--- config.mk ---
export PLATFORM = sky130hd
export DESIGN_NAME = uart_imem_loader_wrapper
export DESIGN_NICKNAME = d
export VERILOG_FILES = /design/src/rtl/uart_imem_loader_wrapper.sv
export SDC_FILE = /design/constraint.sdc
export NUM_CORES = 1
export LEC_CHECK = 0
export CAP_MARGIN = 40
export CORE_MARGIN = 1
export CORE_UTILIZATION = 40
export DETAILED_ROUTE_END_ITERATION = 10
export GPL_TIMING_DRIVEN = 0
export MAX_ROUTING_LAYER = met4
export PLACE_DENSITY = 0.67
export SKIP_CTS_REPAIR_TIMING = 1
export SLEW_MARGIN = 20
export SYNTH_ARGS = -nofsm -noshare
export SYNTH_HDL_FRONTEND = slang
export SYNTH_SLANG_ARGS = --single-unit
export TNS_END_PERCENT = 50
--- constraint.sdc ---
create_clock -name clk -period 3.1 [get_ports clk]
set_clock_uncertainty 0.15 [all_clocks]
set_input_delay 0.62 -clock clk [delete_from_list [all_inputs] [get_ports clk]]
set_output_delay 0.62 -clock clk [all_outputs]
set_load 0.03 [all_outputs]
--- src/rtl/uart_imem_loader_wrapper.sv ---
// Boot-load wrapper: 8N1 UART receiver feeding a little-endian word packer that fills an
// instruction RAM until the 0xFFFFFFFF terminator (or a full RAM), then opens the GPIO port.
`timescale 1ns/1ps

module uart_imem_loader_wrapper #(
    parameter int CLK_HZ     = 50_000_000,
    parameter int BIT_RATE   = 9600,
    parameter int IMEM_WORDS = 256
) (
    input  logic       clk,
    input  logic       resetn,
    input  logic       uart_rxd,
    input  logic       uart_rx_en,
    output logic       uart_rx_break,
    output logic       uart_rx_valid,
    output logic [7:0] uart_rx_data,
    input  logic [3:0] input_gpio_pins,
    output logic [3:0] output_gpio_pins,
    output logic       write_done
);

    localparam int CYCLES_PER_BIT = CLK_HZ / BIT_RATE;
    localparam int HALF_BIT       = CYCLES_PER_BIT / 2;
    localparam int CNT_W          = $clog2(CYCLES_PER_BIT + 1);
    localparam int ADDR_W         = (IMEM_WORDS > 1) ? $clog2(IMEM_WORDS) : 1;
    localparam int PTR_W          = ADDR_W + 1;

    localparam logic [CNT_W-1:0] FULL_BIT_LAST = CNT_W'(CYCLES_PER_BIT - 1);
    localparam logic [CNT_W-1:0] HALF_BIT_LAST = CNT_W'(HALF_BIT - 1);
    localparam logic [PTR_W-1:0] PTR_FULL      = PTR_W'(IMEM_WORDS);

    // Handshake: uart_rx_valid is a single-cycle strobe with no back-pressure; uart_rx_data is
    // stable during the strobe and held until the next frame's 8th data bit is sampled.

    typedef enum logic [1:0] {
        RX_IDLE,
        RX_START,
        RX_DATA,
        RX_STOP
    } rx_state_t;

    rx_state_t        rx_state;
    logic             rxd_meta;
    logic             rxd_sync;
    logic             rxd_prev;
    logic [CNT_W-1:0] bit_cnt;
    logic [2:0]       bit_idx;
    logic [7:0]       rx_shift;

    logic [23:0]      word_reg;
    logic [1:0]       byte_cnt;
    logic [PTR_W-1:0] wr_ptr;
    logic [31:0]      full_word;
    logic             load_byte;
    logic             ram_full;
    logic             word_commit;

    logic [31:0]      imem [IMEM_WORDS];

    // Idle-high reset value keeps the edge detector from seeing a false start after reset.
    always_ff @(posedge clk or negedge resetn) begin
        if (!resetn) begin
            rxd_meta <= 1'b1;
            rxd_sync <= 1'b1;
            rxd_prev <= 1'b1;
        end else begin
            rxd_meta <= uart_rxd;
            rxd_sync <= rxd_meta;
            rxd_prev <= rxd_sync;
        end
    end

    always_ff @(posedge clk or negedge resetn) begin
        if (!resetn) begin
            rx_state      <= RX_IDLE;
            bit_cnt       <= '0;
            bit_idx       <= '0;
            rx_shift      <= '0;
            uart_rx_data  <= '0;
            uart_rx_valid <= 1'b0;
            uart_rx_break <= 1'b0;
        end else begin
            uart_rx_valid <= 1'b0;
            uart_rx_break <= 1'b0;
            if (!uart_rx_en) begin
                rx_state <= RX_IDLE;
                bit_cnt  <= '0;
                bit_idx  <= '0;
            end else begin
                case (rx_state)
                    RX_IDLE: begin
                        bit_cnt <= '0;
                        if (rxd_prev && !rxd_sync) begin
                            rx_state <= RX_START;
                        end
                    end
                    RX_START: begin
                        if (bit_cnt == HALF_BIT_LAST) begin
                            bit_cnt  <= '0;
                            bit_idx  <= '0;
                            rx_state <= rxd_sync ? RX_IDLE : RX_DATA;
                        end else begin
                            bit_cnt <= bit_cnt + 1'b1;
                        end
                    end
                    RX_DATA: begin
                        if (bit_cnt == FULL_BIT_LAST) begin
                            bit_cnt  <= '0;
                            rx_shift <= {rxd_sync, rx_shift[7:1]};
                            if (bit_idx == 3'd7) begin
                                uart_rx_data <= {rxd_sync, rx_shift[7:1]};
                                rx_state     <= RX_STOP;
                            end else begin
                                bit_idx <= bit_idx + 1'b1;
                            end
                        end else begin
                            bit_cnt <= bit_cnt + 1'b1;
                        end
                    end
                    RX_STOP: begin
                        if (bit_cnt == FULL_BIT_LAST) begin
                            bit_cnt  <= '0;
                            rx_state <= RX_IDLE;
                            if (rxd_sync) begin
                                uart_rx_valid <= 1'b1;
                            end else if (uart_rx_data == 8'h00) begin
                                uart_rx_break <= 1'b1;
                            end
                        end else begin
                            bit_cnt <= bit_cnt + 1'b1;
                        end
                    end
                    default: rx_state <= RX_IDLE;
                endcase
            end
        end
    end

    // The 4th byte is merged combinationally so the word commits in the cycle it arrives.
    always_comb begin
        full_word   = {uart_rx_data, word_reg};
        load_byte   = uart_rx_valid && !write_done;
        ram_full    = (wr_ptr == PTR_FULL);
        word_commit = load_byte && (byte_cnt == 2'd3) && (full_word != 32'hFFFF_FFFF) && !ram_full;
    end

    always_ff @(posedge clk or negedge resetn) begin
        if (!resetn) begin
            word_reg   <= '0;
            byte_cnt   <= '0;
            wr_ptr     <= '0;
            write_done <= 1'b0;
        end else begin
            if (uart_rx_break) begin
                byte_cnt <= '0;
            end else if (load_byte) begin
                byte_cnt <= byte_cnt + 1'b1;
                case (byte_cnt)
                    2'd0: word_reg[7:0]   <= uart_rx_data;
                    2'd1: word_reg[15:8]  <= uart_rx_data;
                    2'd2: word_reg[23:16] <= uart_rx_data;
                    default: begin
                        if (full_word == 32'hFFFF_FFFF) begin
                            write_done <= 1'b1;
                        end
                    end
                endcase
            end
            if (word_commit) begin
                wr_ptr <= wr_ptr + 1'b1;
            end
            if (ram_full) begin
                write_done <= 1'b1;
            end
        end
    end

    // RAM is deliberately left out of reset so a reload overwrites only what is resent.
    always_ff @(posedge clk) begin
        if (word_commit) begin
            imem[wr_ptr[ADDR_W-1:0]] <= full_word;
        end
    end

    always_ff @(posedge clk or negedge resetn) begin
        if (!resetn) begin
            output_gpio_pins <= '0;
        end else begin
            output_gpio_pins <= write_done ? input_gpio_pins : 4'b0000;
        end
    end

endmodule

==> flow_metrics.env, run 1 <==
export IMPL_final_cell_mix="75 x dfrtp_1, 40 x mux2_2, 24 x nor2_1"
export IMPL_post_drt_wl_per_cell_um=14.2
export IMPL_initial_utilization_pct=41.4
export IMPL_gr_total_overflow=0
export IMPL_boundaryPins=23
export IMPL_ys_seq_area_share_pct=57.2
export IMPL_grt_pass1_vias=2142
export IMPL_worstMarginPinSlew_ns=0.642
export IMPL_status="completed"
export IMPL_crit_path_start_kind="register"
export IMPL_dp_cells=398
export IMPL_syn_inst=270
export IMPL_synth_nets=287
export IMPL_cts_clk_slew_worst_paths_ns=0.09
export IMPL_dieArea_sq_um=8920
export IMPL_largest_reg_flops=24
export IMPL_synth_top_area_cell="dfrtp_1"
export IMPL_final_core_util_pct=48.6
export IMPL_rows=33
export IMPL_layout_cells_non_filler=414
export IMPL_synth_edff_count=0
export IMPL_maxSlewViolCount=0
export IMPL_grt_use_total_pct=15.0
export IMPL_setup_worst_path_end_class="register"
export IMPL_synth_flop_cell="dfrtp_1"
export IMPL_yosys_register_bits=78
export IMPL_synth_top_area_share_pct=54.9
export IMPL_fin_crit_sh_pct=80.8
export IMPL_htree_levels=3
export IMPL_drive_gt1_share_pct=23.9
export IMPL_nFillCells=758
export IMPL_clockBufferDepth=2
export IMPL_clk_latency_ns=0.34
export IMPL_drc_errors=0
export IMPL_seqPwrFrac_pct=54.2
export IMPL_gp_congestion=0.790
export IMPL_p_int_w=0.00149
export IMPL_synth_async_sr_flop_share_pct=100
export IMPL_place_port_buffers=21
export IMPL_crit_type="register to register"
export IMPL_setup_viol=0
export IMPL_whs_ns=0.0511
export IMPL_cts_root_buf="clkbuf_8"
export IMPL_power_density_nw_per_um2=472
export IMPL_area_growth_pct=17.4
export IMPL_antenna_found_initial=0
export IMPL_syn_avg_cell_area_sq_um=12.7
export IMPL_finalHoldViolations=0
export IMPL_core_sq_um=8260
export IMPL_vias=2135
export IMPL_period_needed_ns=2.51
export IMPL_drt_first_pass_iters=4
export IMPL_drtIter0Drc=45
export IMPL_p_comb_share_pct=2.2
export IMPL_tritoncts="done"
export IMPL_power_leakage_nw=1.85
export IMPL_cp_required_ns=3.17
export IMPL_rsz0062_at_grt="no"
export IMPL_power_switching_w=0.000402
export IMPL_worstPathMaxFanout=4
export IMPL_ant_nets=0
export IMPL_fmax_ghz=0.399
export IMPL_synth_area_leaders="dfrtp_1 55%, mux2_2 13%, xnor2_1 4.1%"
export IMPL_layout_nets=321
export IMPL_irDropWorstVdd_v=0.000186
export IMPL_syn_area_sq_um=3420
export IMPL_ys_types=42
export IMPL_relSlewSlack_pct=57.1
export IMPL_cp_data_arrival_time_ns=2.58
export IMPL_clkPwrFrac_pct=43.7
export IMPL_finalInstanceArea_sq_um=4010
export IMPL_cts_buffers=9
export IMPL_hp_class="primary input to asynchronous set/reset pin"
export IMPL_die_y_um=94.4
export IMPL_mostFrequentLayoutCell="dfrtp_1"
export IMPL_max_cap_violations=0
export IMPL_totalWireLength_um=5880
export IMPL_cts_sinks=78
export IMPL_diodes=0
export IMPL_ys_warn_count=0
export IMPL_power_switching_share_pct=21.2
export IMPL_tns_ns=0
export IMPL_grt_max_degree=48
export IMPL_detail_route_vias_per_cell=5.16
export IMPL_die_x_um=94.4
export IMPL_hpwl_um=4200
export IMPL_grt_first_pass_wirelength_um=9890
export IMPL_place_area_sq_um=3790
through the flow:
stage / worst slack [ns] / power [W]
floorplan: 0.815 / 0.00105
global placement: -1.41 / 0.00108
detailed placement: 0.661 / 0.00109
CTS: 0.607 / 0.00193
global route: 0.548 / 0.00197
finish: 0.594 / 0.00189
worst max-delay path: stages (launching register included):
cell      delay (ns)
dfrtp_1         0.43
or4b_2          0.68
nor4_1          0.45
nand3b_1        0.20
o211a_1         0.20
mux2_2          0.27
routing by layer:
metal / part of all wire (%) / GRT usage, % / vias to the layer above
li1: - / - / 1020
met1: 47 / 18.5 / 1063
met2: 48 / 22.9 / 43
met3: 3.3 / 3.70 / 9
met4: 1.7 / 7.31 / 0
met5: 0 / - / -
path summary, 6_finish.rpt:
path | endpoint | slack, ns | from | cells after the start
max reg2reg | bit_idx[0]$_DFFE_PN0P_ | 0.59 | bit_cnt[4]$_DFF_PN0_ | 5
min reg2reg | rxd_sync$_DFF_PN1_ | 0.21 | rxd_meta$_DFF_PN1_ | 0
min in group clk | rxd_sync$_DFF_PN1_ | 0.21 | rxd_meta$_DFF_PN1_ | 0
min | word_reg[10]$_DFFE_PN0P_ | 0.05 | resetn | 1
max in group asynchronous | rxd_meta$_DFF_PN1_ | 2.12 | resetn | 2
max | bit_idx[0]$_DFFE_PN0P_ | 0.59 | bit_cnt[4]$_DFF_PN0_ | 5
power by group through the flow:
stage          Combinational [W]  Sequential, W  Clock, W
2_1_floorplan         0.00000951        0.00104         0
3_3_place_gp           0.0000389        0.00105         0
3_5_place_dp           0.0000435        0.00105         0
4_1_cts                0.0000435        0.00103  0.000857
5_1_grt                0.0000476        0.00103  0.000897
6_report               0.0000414        0.00103  0.000827
final cells by class:
class	instances	area, sq um	share of cell area, %
Clock buffer	9	124	3.09
Inverter	9	33.8	0.842
Clock inverter	7	98.8	2.46
Multi-Input combinational cell	177	1400	34.9
Buffer	6	30.0	0.748
Tap cell	105	131	3.27
Sequential cell	78	1960	48.7
Timing Repair Buffer	23	240	5.99
cells in the mapped netlist (all sizes together), types with 2 or more instances:
library cell / count
a22o: 2
and2: 9
and3: 3
and4: 2
clkbuf: 5
dfrtp: 75
dfstp: 3
ha: 9
inv: 9
mux2: 40
nand2: 8
nand3: 13
nand3b: 2
nand4: 14
nor2: 24
nor3: 5
nor3b: 2
nor4: 5
o21ai: 2
or2: 2
or4: 3
or4b: 2
xnor2: 16
xor2: 4
cells by family after synthesis:
logic type / share of synthesized area [%]
flip-flops: 57.2
AO/OA/AOI/OAI: 2.45
buffers and inverters: 1.87
adder cells (fa/ha/maj): 3.29
AND/OR/NAND/NOR: 16.6
multiplexers: 13.5
XOR/XNOR: 5.12
(Power assumes the default switching activity.)
==> inputs of run 2 (changes only) <==
--- a/config.mk
+++ b/config.mk
@@ -11,7 +11,7 @@
 export DETAILED_ROUTE_END_ITERATION = 10
 export GPL_TIMING_DRIVEN = 0
 export MAX_ROUTING_LAYER = met4
-export PLACE_DENSITY = 0.67
+export PLACE_DENSITY = 0.69
 export SKIP_CTS_REPAIR_TIMING = 1
 export SLEW_MARGIN = 20
 export SYNTH_ARGS = -nofsm -noshare
==> constraint.sdc (replaced) <==
create_clock -name clk -period 2.3 [get_ports clk]
set_clock_uncertainty 0.15 [all_clocks]
set_input_delay 0.46 -clock clk [delete_from_list [all_inputs] [get_ports clk]]
set_output_delay 0.46 -clock clk [all_outputs]
set_load 0.03 [all_outputs]
==> run 2 against run 1 <==
Compared with the run above:
- die area unchanged
- non-clock buffer count up 10
- flip-flop and latch count unchanged
- sequential power up 34%
- utilization up 1.7 points
- the flow now finishes with violations (setup timing)
- via count up 1.1%
- register-to-register slack worse by 0.67 ns
- routed wire length down 1.7%
- sequential share of layout area down 1.6 points
- largest power group unchanged
- critical path depth up 1
==> flow_metrics.env, run 2 (synthesis results as in run 1) <==
export IMPL_relSlewSlack_pct=60.4
export IMPL_rows=33
export IMPL_p_int_w=0.00204
export IMPL_antenna_found_initial=0
export IMPL_worstMarginPinSlew_ns=0.592
export IMPL_maxSlewViolCount=0
export IMPL_cts_buffers=9
export IMPL_status="complete, but fails checks"
export IMPL_irDropWorstVdd_v=0.000283
export IMPL_post_drt_wl_per_cell_um=13.6
export IMPL_violations="setup timing"
export IMPL_ff2ff_setup_slack_ns=-0.08
export IMPL_diodes=0
export IMPL_min_from="rxd_meta$_DFF_PN1_"
export IMPL_crit_type="register to register"
export IMPL_rsz0062_at_grt="yes"
export IMPL_fmax_ghz=0.420
export IMPL_clk_latency_ns=0.33
export IMPL_hpwl_um=3910
export IMPL_worst_slack_ns=-0.0802
export IMPL_setup_viol=13
export IMPL_max_cap_violations=0
export IMPL_tritoncts="done"
export IMPL_nFillCells=737
export IMPL_drc_errors=0
export IMPL_gp_congestion=0.804
export IMPL_slowest_delay_ns=0.57
export IMPL_crit_path_start_kind="register"
export IMPL_final_core_util_pct=50.3
export IMPL_cts_sinks=78
export IMPL_grt_pass1_vias=2096
export IMPL_p_comb_share_pct=2.6
export IMPL_clkPwrFrac_pct=43.2
export IMPL_mostFrequentLayoutCell="dfrtp_1"
export IMPL_drive_gt1_share_pct=27.9
export IMPL_worstReg2RegEnd="bit_cnt[8]$_DFF_PN0_"
export IMPL_cp_cell_sequence="or4b_4 > or4_4 > and2_4 > o21ai_4 > buf_6 > nor2_1"
export IMPL_power_switching_w=0.000506
export IMPL_power_leakage_nw=1.89
export IMPL_hp_class="register to register"
export IMPL_largest_reg_flops=24
export IMPL_power_switching_share_pct=19.9
export IMPL_cp_required_ns=2.38
export IMPL_power_density_nw_per_um2=613
export IMPL_finalInstanceArea_sq_um=4150
export IMPL_place_port_buffers=21
export IMPL_seqPwrFrac_pct=54.2
export IMPL_gr_total_overflow=0
export IMPL_cts_root_buf="clkbuf_8"
export IMPL_worstPathMaxFanout=5
export IMPL_initial_utilization_pct=41.4
export IMPL_hold_path_end="rxd_sync$_DFF_PN1_"
export IMPL_grt_max_degree=58
export IMPL_core_sq_um=8260
export IMPL_dieArea_sq_um=8920
export IMPL_place_area_sq_um=3790
export IMPL_cts_clk_slew_worst_paths_ns=0.08
export IMPL_boundaryPins=23
export IMPL_area_growth_pct=21.5
export IMPL_ant_nets=0
export IMPL_tns_ns=-0.927
export IMPL_finalHoldViolations=0
export IMPL_htree_levels=3
export IMPL_grt_use_total_pct=14.5
export IMPL_die_y_um=94.4
export IMPL_detail_route_vias_per_cell=5.09
export IMPL_rr_worst_depth=6
export IMPL_drt_first_pass_iters=4
export IMPL_totalWireLength_um=5780
export IMPL_vias=2158
export IMPL_grt_first_pass_wirelength_um=9590
export IMPL_final_cell_mix="74 x dfrtp_1, 40 x mux2_2, 21 x nor2_1"
export IMPL_die_x_um=94.4
export IMPL_setup_worst_path_end_class="register"
export IMPL_r2r_start="bit_cnt[11]$_DFF_PN0_"
export IMPL_whs_path_depth=0
export IMPL_layout_nets=331
export IMPL_clockBufferDepth=2
export IMPL_crit_slowest_cell="or4b_4"
export IMPL_drtIter0Drc=93
export IMPL_seq_area_sq_um=1960
export IMPL_fin_crit_sh_pct=103
export IMPL_multi_input_area_sq_um=1460
export IMPL_period_needed_ns=2.38
export IMPL_preCtsSetupSlack_ns=-0.139
export IMPL_cp_data_arrival_time_ns=2.46
==> run 2: changes by cell type in the layout (fill, tap and decap cells not counted), sizes merged <==
cell	change
clkinv	-2
clkinvlp	-1
clkbuf	+3
dlygate4sd3	+1
buf	+9
==> run 2: metrics by stage <==
| stage | total power (W) | std cells | hold WS, ns |
|---|---|---|---|
| after floorplan | 0.00142 | 270 | 0.0144 |
| after global placement | 0.00146 | 396 | 0.198 |
| after detailed placement | 0.00147 | 398 | 0.199 |
| after CTS | 0.00258 | 414 | -0.150 |
| after global routing | 0.00265 | 424 | 0.213 |
| final | 0.00255 | 424 | 0.209 |
==> run 2: critical path: cells and delay by family (launching register included) <==
kind | cells | cell delay (ns)
AO/OA/AOI/OAI | 1 | 0.20
buffers and inverters | 1 | 0.15
flip-flops | 1 | 0.42
AND/OR/NAND/NOR | 4 | 1.35
==> run 2: routing by layer <==
layer / part of all wire (%) / global-route usage [%]
met1: 46 / 17.0
met4: 1.6 / 7.44
met3: 2.8 / 2.98
met2: 49 / 23.5
met5: 0 / -
==> run 2: final cells by class <==
class / count / share of cell area, %
well taps: 105 / 3.16
plain buffers: 6 / 0.723
flip-flops and latches: 78 / 47.1
clock inverters: 4 / 1.69
multi-input cells: 177 / 35.2
repair buffers: 33 / 7.83
inverters: 9 / 0.813
clock buffers: 12 / 3.49
==> run 2: how the worst max path moves through the flow <==
stage                             endpoint  slack (ns)                  start
floorplan            bit_cnt[10]$_DFF_PN0_        0.02   bit_cnt[3]$_DFF_PN0_
global placement      bit_cnt[7]$_DFF_PN0_       -2.05                 resetn
detailed placement    bit_cnt[5]$_DFF_PN0_       -0.14   bit_cnt[3]$_DFF_PN0_
CTS                 bit_idx[0]$_DFFE_PN0P_       -0.16   bit_cnt[4]$_DFF_PN0_
global route          bit_cnt[6]$_DFF_PN0_       -0.14  bit_cnt[11]$_DFF_PN0_
finish                bit_cnt[8]$_DFF_PN0_       -0.08  bit_cnt[11]$_DFF_PN0_
==> run 2: power by group through the flow <==
stage	combinational [W]	sequential, W	clock [W]
finish	0.0000651	0.00138	0.00110
global route	0.0000736	0.00138	0.00119
CTS	0.0000584	0.00138	0.00114
detailed placement	0.0000584	0.00141	0
global placement	0.0000524	0.00141	0
floorplan	0.0000128	0.00141	0
==> inputs of run 3 (changes only) <==
--- a/config.mk
+++ b/config.mk
@@ -7,11 +7,12 @@
 export LEC_CHECK = 0
 export CAP_MARGIN = 40
 export CORE_MARGIN = 1
-export CORE_UTILIZATION = 40
+export CORE_UTILIZATION = 52
 export DETAILED_ROUTE_END_ITERATION = 10
 export GPL_TIMING_DRIVEN = 0
 export MAX_ROUTING_LAYER = met4
-export PLACE_DENSITY = 0.69
+export PLACE_DENSITY = 0.83
+export SETUP_SLACK_MARGIN = 0.4
 export SKIP_CTS_REPAIR_TIMING = 1
 export SLEW_MARGIN = 20
 export SYNTH_ARGS = -nofsm -noshare
==> run 3 against run 2 <==
Compared with the run above:
- the flow still finishes with violations (setup timing)
- setup slack worse by 0.026 ns
- register-to-register slack worse by 0.03 ns
- critical path depth stayed put
- via count increased by 4.4%
- power rose by 3.7%
- sequential power hardly changed
- utilization grew 18 points
- non-clock buffer count rose by 3
- critical path type unchanged
- critical endpoint is now bit_cnt[4]$_DFF_PN0_
- highest routed layer unchanged
==> flow_metrics.env, run 3 (synthesis results as in run 1) <==
export IMPL_status="complete, but fails checks"
export IMPL_violations="setup timing"
export IMPL_power_density_nw_per_um2=609
export IMPL_seqPwrFrac_pct=52.3
export IMPL_clkPwrFrac_pct=45.3
export IMPL_finalHoldViolations=0
export IMPL_die_y_um=83.1
export IMPL_maxSlewViolCount=0
export IMPL_cp_required_ns=2.39
export IMPL_relSlewSlack_pct=66.9
export IMPL_fin_crit_sh_pct=105
export IMPL_finalInstanceArea_sq_um=4340
export IMPL_max_cap_violations=0
export IMPL_totalWireLength_um=6320
export IMPL_layout_cells_non_filler=399
export IMPL_mostFrequentLayoutCell="dfrtp_1"
export IMPL_place_port_buffers=21
export IMPL_gr_total_overflow=0
export IMPL_dp_cells=369
export IMPL_antenna_found_initial=0
export IMPL_power_leakage_nw=2.24
export IMPL_worst_slack_ns=-0.106
export IMPL_diodes=0
export IMPL_whs_path_depth=0
export IMPL_post_drt_wl_per_cell_um=15.8
export IMPL_htree_levels=3
export IMPL_preCtsSetupSlack_ns=-0.0985
export IMPL_crit_path_start_kind="register"
export IMPL_fmax_ghz=0.416
export IMPL_crit_type="register to register"
export IMPL_rr_worst_depth=6
export IMPL_drt_first_pass_iters=4
export IMPL_area_growth_pct=27.0
export IMPL_cts_root_buf="clkbuf_8"
export IMPL_dieArea_sq_um=6900
export IMPL_hp_class="register to register"
export IMPL_p_comb_share_pct=2.4
export IMPL_rows=29
export IMPL_largest_reg_flops=24
export IMPL_initial_utilization_pct=53.8
export IMPL_setup_viol=16
export IMPL_irDropWorstVdd_v=0.000515
export IMPL_cts_buffers=9
export IMPL_grt_first_pass_wirelength_um=10200
export IMPL_worstMarginPinSlew_ns=0.497
export IMPL_p_int_w=0.00212
export IMPL_worstPathMaxFanout=5
export IMPL_place_area_sq_um=3800
export IMPL_rsz0062_at_grt="yes"
export IMPL_power_switching_share_pct=19.7
export IMPL_grt_use_total_pct=19.1
export IMPL_detail_route_vias_per_cell=5.64
export IMPL_tritoncts="done"
export IMPL_clockBufferDepth=2
export IMPL_ff2ff_setup_slack_ns=-0.11
export IMPL_core_sq_um=6350
export IMPL_power_switching_w=0.000522
export IMPL_die_x_um=83.1
export IMPL_vias=2252
export IMPL_clk_latency_ns=0.34
export IMPL_layout_nets=334
export IMPL_hpwl_um=4000
export IMPL_boundaryPins=23
export IMPL_drc_errors=0
export IMPL_cp_data_arrival_time_ns=2.49
export IMPL_drive_gt1_share_pct=36.6
export IMPL_setup_worst_path_end_class="register"
export IMPL_cts_clk_slew_worst_paths_ns=0.08
export IMPL_grt_pass1_vias=2225
export IMPL_ant_nets=0
export IMPL_cts_sinks=78
export IMPL_grt_max_degree=61
export IMPL_drtIter0Drc=41
export IMPL_whs_ns=0.206
export IMPL_period_needed_ns=2.41
export IMPL_gp_congestion=0.877
export IMPL_final_cell_mix="66 x dfrtp_1, 32 x mux2_2, 18 x nor2_1"
[run 3: power by group through the flow]
stage	logic, W	registers [W]	clock network (W)
CTS	0.0000595	0.00138	0.00122
detailed placement	0.0000595	0.00141	0
global placement	0.0000528	0.00141	0
finish	0.0000634	0.00138	0.00120
global route	0.0000715	0.00138	0.00129
floorplan	0.0000145	0.00141	0
[run 3: worst paths after layout]
kind / from / endpoint
max in group asynchronous: resetn / rxd_meta$_DFF_PN1_
worst max register to register: bit_cnt[11]$_DFF_PN0_ / bit_cnt[4]$_DFF_PN0_
worst min-delay path: rxd_meta$_DFF_PN1_ / rxd_sync$_DFF_PN1_
min in group asynchronous: resetn / word_reg[17]$_DFFE_PN0P_
worst max-delay path: bit_cnt[11]$_DFF_PN0_ / bit_cnt[4]$_DFF_PN0_
worst min register to register: rxd_meta$_DFF_PN1_ / rxd_sync$_DFF_PN1_
[run 3: worst max-delay path, cell delays in order, from the launching register on]
cell and delay (ns):
dfrtp_1 0.42, or4b_4 0.57, or4_4 0.56, and2_4 0.18
o21ai_4 0.21, buf_6 0.16, nor2_1 0.05
[run 3: routing by layer]
metal,track usage [%],up-vias,wire length [um]
met5,-,-,0
met4,5.64,0,94
met3,6.06,11,244
met2,31.5,45,3190
met1,22.5,1151,2790
li1,-,1045,-
[run 3: cell type report]
cell class	count	area, sq um
buffer	6	36.3
clock buffer	10	128
clock inverter	6	110
fill	421	2010
inverter	9	33.8
multi-input combinational	177	1580
sequential	78	1970
tap	77	96.3
timing repair buffer	36	388
[run 3: per-stage QoR]
step	total power (W)	util [%]	TNS, ns
global placement	0.00146	59.5	-151.57
finish	0.00264	68.4	-1.35
global route	0.00275	68.4	-2.14
detailed placement	0.00147	59.9	-0.817
CTS	0.00267	63.7	-1.06
floorplan	0.00142	-	0
